File: config.mk
export PLATFORM = sky130hd
export DESIGN_NAME = uart_tx_fifo
export DESIGN_NICKNAME = d
export VERILOG_FILES = /design/src/rtl/uart_tx_fifo.sv
export SDC_FILE = /design/constraint.sdc
export NUM_CORES = 1
export LEC_CHECK = 0
export ABC_AREA = 1
export BUFFER_PORTS_ARGS = -buffer_cell sky130_fd_sc_hd__clkbuf_2
export CORE_MARGIN = 2
export CORE_UTILIZATION = 60
export DETAILED_ROUTE_END_ITERATION = 10
export HOLD_SLACK_MARGIN = 0.12
export PLACE_DENSITY = 0.79
export SLEW_MARGIN = 10
export SYNTH_ARGS = -nofsm -noshare
export SYNTH_HDL_FRONTEND = slang
export SYNTH_SLANG_ARGS = --single-unit
File: constraint.sdc
create_clock -name clk -period 2.91 [get_ports clk]
set_input_delay 0.1455 -clock clk [delete_from_list [all_inputs] [get_ports clk]]
set_output_delay 0.1455 -clock clk [all_outputs]
set_load 0.01 [all_outputs]
File: src/rtl/uart_tx_fifo.sv
// UART transmitter fed by a small FIFO; frames go out back-to-back while words are queued.
// Optional parity bit is enabled by defining UART_TX_PARITY_EN.
`timescale 1ns/1ps
module uart_tx_fifo #(
  parameter int unsigned DATA_W       = 8,
  parameter int unsigned CLKS_PER_BIT = 15,
  parameter int unsigned STOP_BITS    = 1,
  parameter int unsigned FIFO_DEPTH   = 4,
  parameter int unsigned PARITY_ODD   = 0
) (
  input  logic                          clk,
  input  logic                          rstn,
  input  logic                          vld_tx,
  input  logic [DATA_W-1:0]             d_tx,
  output logic                          rdy_tx,
  output logic                          txd,
  output logic                          busy,
  output logic [$clog2(FIFO_DEPTH):0]   fifo_cnt
);

  localparam int unsigned AW        = $clog2(FIFO_DEPTH);
  localparam int unsigned CW        = AW + 1;
  localparam int unsigned STOP_CLKS = STOP_BITS * CLKS_PER_BIT;
  localparam int unsigned BW        = $clog2(STOP_CLKS);
  localparam int unsigned IW        = $clog2(DATA_W);

  if (DATA_W < 5 || DATA_W > 9 || CLKS_PER_BIT < 2 || STOP_BITS < 1 || STOP_BITS > 2 ||
      FIFO_DEPTH < 2 || (FIFO_DEPTH & (FIFO_DEPTH - 1)) != 0 || PARITY_ODD > 1) begin : g_bad_param
    $error("uart_tx_fifo: illegal parameter combination");
  end

  typedef enum logic [2:0] {
    S_IDLE,
    S_START,
    S_DATA,
`ifdef UART_TX_PARITY_EN
    S_PAR,
`endif
    S_STOP
  } state_e;

  state_e              state_q, state_d;
  logic [BW-1:0]       bcnt_q, bcnt_d;
  logic [IW-1:0]       idx_q, idx_d;
  logic [DATA_W-1:0]   sh_q, sh_d;
  logic                txd_q, txd_d;
  logic [AW-1:0]       wptr_q, wptr_d, rptr_q, rptr_d;
  logic [CW-1:0]       cnt_q, cnt_d;
  logic                rdy_q, rdy_d;
  logic                busy_q, busy_d;
  logic [DATA_W-1:0]   mem_q [FIFO_DEPTH];
  logic [DATA_W-1:0]   head;
  logic                push, pop;
`ifdef UART_TX_PARITY_EN
  logic                par_q, par_d;
`endif

  assign push = vld_tx & rdy_q;
  assign head = mem_q[rptr_q];

  // FIFO storage: no reset needed, pointers/count define validity
  always_ff @(posedge clk) begin
    if (push) mem_q[wptr_q] <= d_tx;
  end

  // Next-state: FIFO bookkeeping plus frame sequencing
  always_comb begin
    state_d = state_q;
    bcnt_d  = bcnt_q;
    idx_d   = idx_q;
    sh_d    = sh_q;
    txd_d   = txd_q;
    rptr_d  = rptr_q;
    pop     = 1'b0;
`ifdef UART_TX_PARITY_EN
    par_d   = par_q;
`endif

    case (state_q)
      S_IDLE: begin
        if (cnt_q != '0) pop = 1'b1;
      end
      S_START: begin
        if (bcnt_q == '0) begin
          txd_d   = sh_q[0];
          sh_d    = sh_q >> 1;
          idx_d   = '0;
          bcnt_d  = BW'(CLKS_PER_BIT - 1);
          state_d = S_DATA;
        end else begin
          bcnt_d = bcnt_q - BW'(1);
        end
      end
      S_DATA: begin
        if (bcnt_q == '0) begin
          bcnt_d = BW'(CLKS_PER_BIT - 1);
          if (idx_q == IW'(DATA_W - 1)) begin
`ifdef UART_TX_PARITY_EN
            txd_d   = par_q;
            state_d = S_PAR;
`else
            txd_d   = 1'b1;
            bcnt_d  = BW'(STOP_CLKS - 1);
            state_d = S_STOP;
`endif
          end else begin
            idx_d = idx_q + IW'(1);
            txd_d = sh_q[0];
            sh_d  = sh_q >> 1;
          end
        end else begin
          bcnt_d = bcnt_q - BW'(1);
        end
      end
`ifdef UART_TX_PARITY_EN
      S_PAR: begin
        if (bcnt_q == '0) begin
          txd_d   = 1'b1;
          bcnt_d  = BW'(STOP_CLKS - 1);
          state_d = S_STOP;
        end else begin
          bcnt_d = bcnt_q - BW'(1);
        end
      end
`endif
      S_STOP: begin
        if (bcnt_q == '0) begin
          if (cnt_q != '0) begin
            pop = 1'b1;
          end else begin
            txd_d   = 1'b1;
            state_d = S_IDLE;
          end
        end else begin
          bcnt_d = bcnt_q - BW'(1);
        end
      end
      default: begin
        txd_d   = 1'b1;
        state_d = S_IDLE;
      end
    endcase

    // A pop always launches a start bit, from IDLE or straight out of STOP
    if (pop) begin
      sh_d    = head;
      txd_d   = 1'b0;
      bcnt_d  = BW'(CLKS_PER_BIT - 1);
      state_d = S_START;
      rptr_d  = rptr_q + AW'(1);
`ifdef UART_TX_PARITY_EN
      par_d   = (^head) ^ 1'(PARITY_ODD);
`endif
    end

    wptr_d = push ? wptr_q + AW'(1) : wptr_q;
    cnt_d  = cnt_q + CW'(push) - CW'(pop);
    rdy_d  = (cnt_d != CW'(FIFO_DEPTH));
    busy_d = (state_d != S_IDLE) | (cnt_d != '0);
  end

  always_ff @(posedge clk or negedge rstn) begin
    if (!rstn) begin
      state_q <= S_IDLE;
      bcnt_q  <= '0;
      idx_q   <= '0;
      sh_q    <= '0;
      txd_q   <= 1'b1;
      wptr_q  <= '0;
      rptr_q  <= '0;
      cnt_q   <= '0;
      rdy_q   <= 1'b1;
      busy_q  <= 1'b0;
`ifdef UART_TX_PARITY_EN
      par_q   <= 1'b0;
`endif
    end else begin
      state_q <= state_d;
      bcnt_q  <= bcnt_d;
      idx_q   <= idx_d;
      sh_q    <= sh_d;
      txd_q   <= txd_d;
      wptr_q  <= wptr_d;
      rptr_q  <= rptr_d;
      cnt_q   <= cnt_d;
      rdy_q   <= rdy_d;
      busy_q  <= busy_d;
`ifdef UART_TX_PARITY_EN
      par_q   <= par_d;
`endif
    end
  end

  assign txd      = txd_q;
  assign rdy_tx   = rdy_q;
  assign busy     = busy_q;
  assign fifo_cnt = cnt_q;

endmodule

==> flow_summary.yaml <==
critical_path:
  cp-start-kind: "flip-flop"
  worstPathArrival_ns: 2.80
  crit_type: "reg -> reg"
  critPathSlowestCell: "dfrtp_1"
  cpPeakStageDelay_ns: 0.37
  end_kind: "flip-flop"
  path_cells: "inv_1 -> ha_1 -> nand2_2 -> nor2_4 -> nand3_4 -> nand2_4 -> xor2_2 -> ha_1 -> inv_1 -> fa_1 -> xnor2_1 -> xnor2_1 -> nor2_1 -> nand3_1"
  critical_path_required_ns: 3.12
  crit_fanout: 19
  rrSetupSlack_ns: 0.32
sta:
  max_freq_ghz: 0.386
  fin_worst_skew_ns: 0.00561
  setup_viol: 0
  fin_crit_ns: 2.59
  worst_pin_slew_ns: 0.794
  final_hold_viol_count: 0
  min_period_over_period_pct: 89.1
  rsz0062_at_grt: "no"
  fin_hold_ws_ns: 0.182
  slew_violations: 0
  fin_tns_setup_ns: 0
  max_slew_margin_pct: 46.9
yosys:
  synth-seq-cells: 60
  synth_ff_type: "edfxtp_1"
  synth.avg_cell_area_um2: 10.4
  syn-num-nets: 287
  ys_warn_count: 0
  syn_inst: 267
  syn-cell-area_mm2: 0.00279
  synth_edf_count: 32
  synth_seq_area_share_pct: 59.7
  synth.distinct_cells: 33
  synthArstFlopShare_pct: 46.7
power:
  p_per_area_mw_per_mm2: 1030
  cellLeakagePower_nw: 1.41
  ir_worst_vdd_v: 0.000590
floorplanning:
  io_pins: 17
  fp.coreArea_mm2: 0.00441
  die_area_mm2: 0.00521
  die_y_um: 72.2
  initial_core_util_pct: 63.2
  die_w_um: 72.2
  row_count: 24
detailed_routing:
  routedWlPerCell_um: 14.4
  routed_via_density: 5.30
  postRouteAntennaNets: 0
  drtIter0Drc: 76
  drtPass1Iterations: 4
  drc: 0
  wl_um: 5090
  vias: 1876
cells_and_area:
  multi_input_area_um2: 966
  syn_to_final_growth_pct: 14.1
  drive_gt1_share_pct: 19.2
  diodes: 0
  instances_no_fill: 354
  fill_cells: 317
  seq_area_mm2: 0.00166
  postLayoutCoreUtil_pct: 72.1
  nets: 318
clock_network:
  cts.repair.resized: 0
  root_buffer: "clkbuf_8"
  clock_latency_ns: 0.34
  cts_tree: "done"
  clockBufferDepth: 2
  clkTransAtPathRegs_ns: 0.07
  htree_num_levels: 3
  cts_made_buffers: 9
  cts_sinks: 60
global_routing:
  met1_usage_pct: 26.5
  grt_pass1_wl_um: 8640
  grt_usage_pct: 22.4
  grt_util_met2_pct: 36.9
  grt_busiest_layer: "met2"
  grt_use_met3_pct: 7.08
  antenna_found_initial: 0
  grt_max_degree: 29
  grt_pass1_vias: 1962
  overflow: 0
place:
  io_buffers: 16
  hpwl_um: 3200
  place.gp.congestion: 0.871
  placed_cells: 330
run_status:
  status: "finished clean"
run:
  cap_violations: 0
worst_hold_path:
  hp-class: "in -> reg"
metal layers:
layer,vias up,part of all wire (%)
li1,944,-
met1,887,44
met2,34,51
met3,11,3.9
met4,0,1.4
met5,-,0
sequential cells by signal, indices dropped and copies added (netlist names):
name      count
idx_q         3
bcnt_q        4
fifo_cnt      3
wptr_q        2
rptr_q        2
txd           1
sh_q          8
rdy_tx        1
mem_q        32
state_q       3
busy          1
cell usage after synthesis, types with 2 or more instances:
cell type	number	area, um2
a21oi_1	2	10.0
buf_2	2	10.0
dfrtp_1	26	651
dfstp_2	2	52.6
edfxtp_1	32	961
ha_1	8	100
inv_1	26	97.6
inv_2	2	7.51
nand2_1	56	210
nand2_2	8	50.1
nand3_1	19	95.1
nand3_2	4	40.0
nand4_1	3	18.8
nor2_1	29	109
nor2_2	2	12.5
nor2_4	3	33.8
o21ai_0	17	85.1
o22ai_1	8	50.1
xnor2_1	2	17.5
xor2_1	3	26.3
final cells by class:
| cell class | count | share of cell area [%] |
|---|---|---|
| flip-flops and latches | 60 | 52.3 |
| well taps | 52 | 2.04 |
| inverters | 29 | 3.58 |
| repair buffers | 25 | 5.35 |
| clock inverters | 6 | 2.52 |
| clock buffers | 9 | 3.89 |
| multi-input cells | 173 | 30.3 |
cells in the final DEF, fill, tap and decap left out, drive strengths merged:
master / count
clkinv: 4
o21ai: 18
dlygate4sd3: 9
or2: 1
ha: 8
clkbuf: 25
nand4: 3
nand2: 65
nor2: 34
xor2: 4
dfrtp: 26
inv: 29
edfxtp: 32
o31ai: 1
o22ai: 8
fa: 1
bufinv: 2
nand3: 24
conb: 1
xnor2: 2
dfstp: 2
a21oi: 2
o2111ai: 1
cells by family after synthesis:
group	count (synthesis)	synth area share, %
AOI/OAI and AO/OA	30	6.37
xor gates and xnor gates	6	2.15
adders and majority gates	9	4.31
buffers and inverters	34	5.70
DFF	60	59.7
other	1	0.134
and+or+nand+nor	127	21.7
critical path, delay by kind of cell, from the launching register on:
kind / cells / cell delay [ns]
fa+ha+maj: 3 / 0.75
simple gates: 6 / 0.74
xor+xnor: 3 / 0.46
flops: 1 / 0.37
buf+inv: 2 / 0.16
stage by stage:
| stage | instance area (um2) | setup slack [ns] | total power, mW |
|---|---|---|---|
| after detailed placement | 2890 | 0.339 | 2.49 |
| after global routing | 3180 | 0.0682 | 3.53 |
| after floorplan | 2790 | 0.449 | 2.23 |
| after global placement | 2890 | 0.412 | 2.44 |
| final | 3180 | 0.318 | 3.27 |
| after CTS | 3180 | 0.323 | 3.29 |
final timing paths:
kind | from | endpoint | cells after the start
max reg2reg | bcnt_q[0] | busy | 14
min | vld_tx | wptr_q[0] | 3
max in group asynchronous | rstn | wptr_q[0] | 2
max | bcnt_q[0] | busy | 14
min in group asynchronous | rstn | idx_q[2] | 2
min reg2reg | txd | txd | 2
what timing repair did:
item	4_1_cts	5_1_grt
endpoints found under the setup margin	0	0
setup buffers	0	0
hold buffers	9	0
endpoints found under the hold margin	58	0
report_power, final:
| part | internal [mW] | total, mW | switching, mW |
|---|---|---|---|
| Combinational | 0.413 | 1.15 | 0.737 |
| Clock | 0.470 | 0.785 | 0.314 |
| Sequential | 1.16 | 1.34 | 0.173 |
No activity file was read; power rests on OpenSTA's default activity.
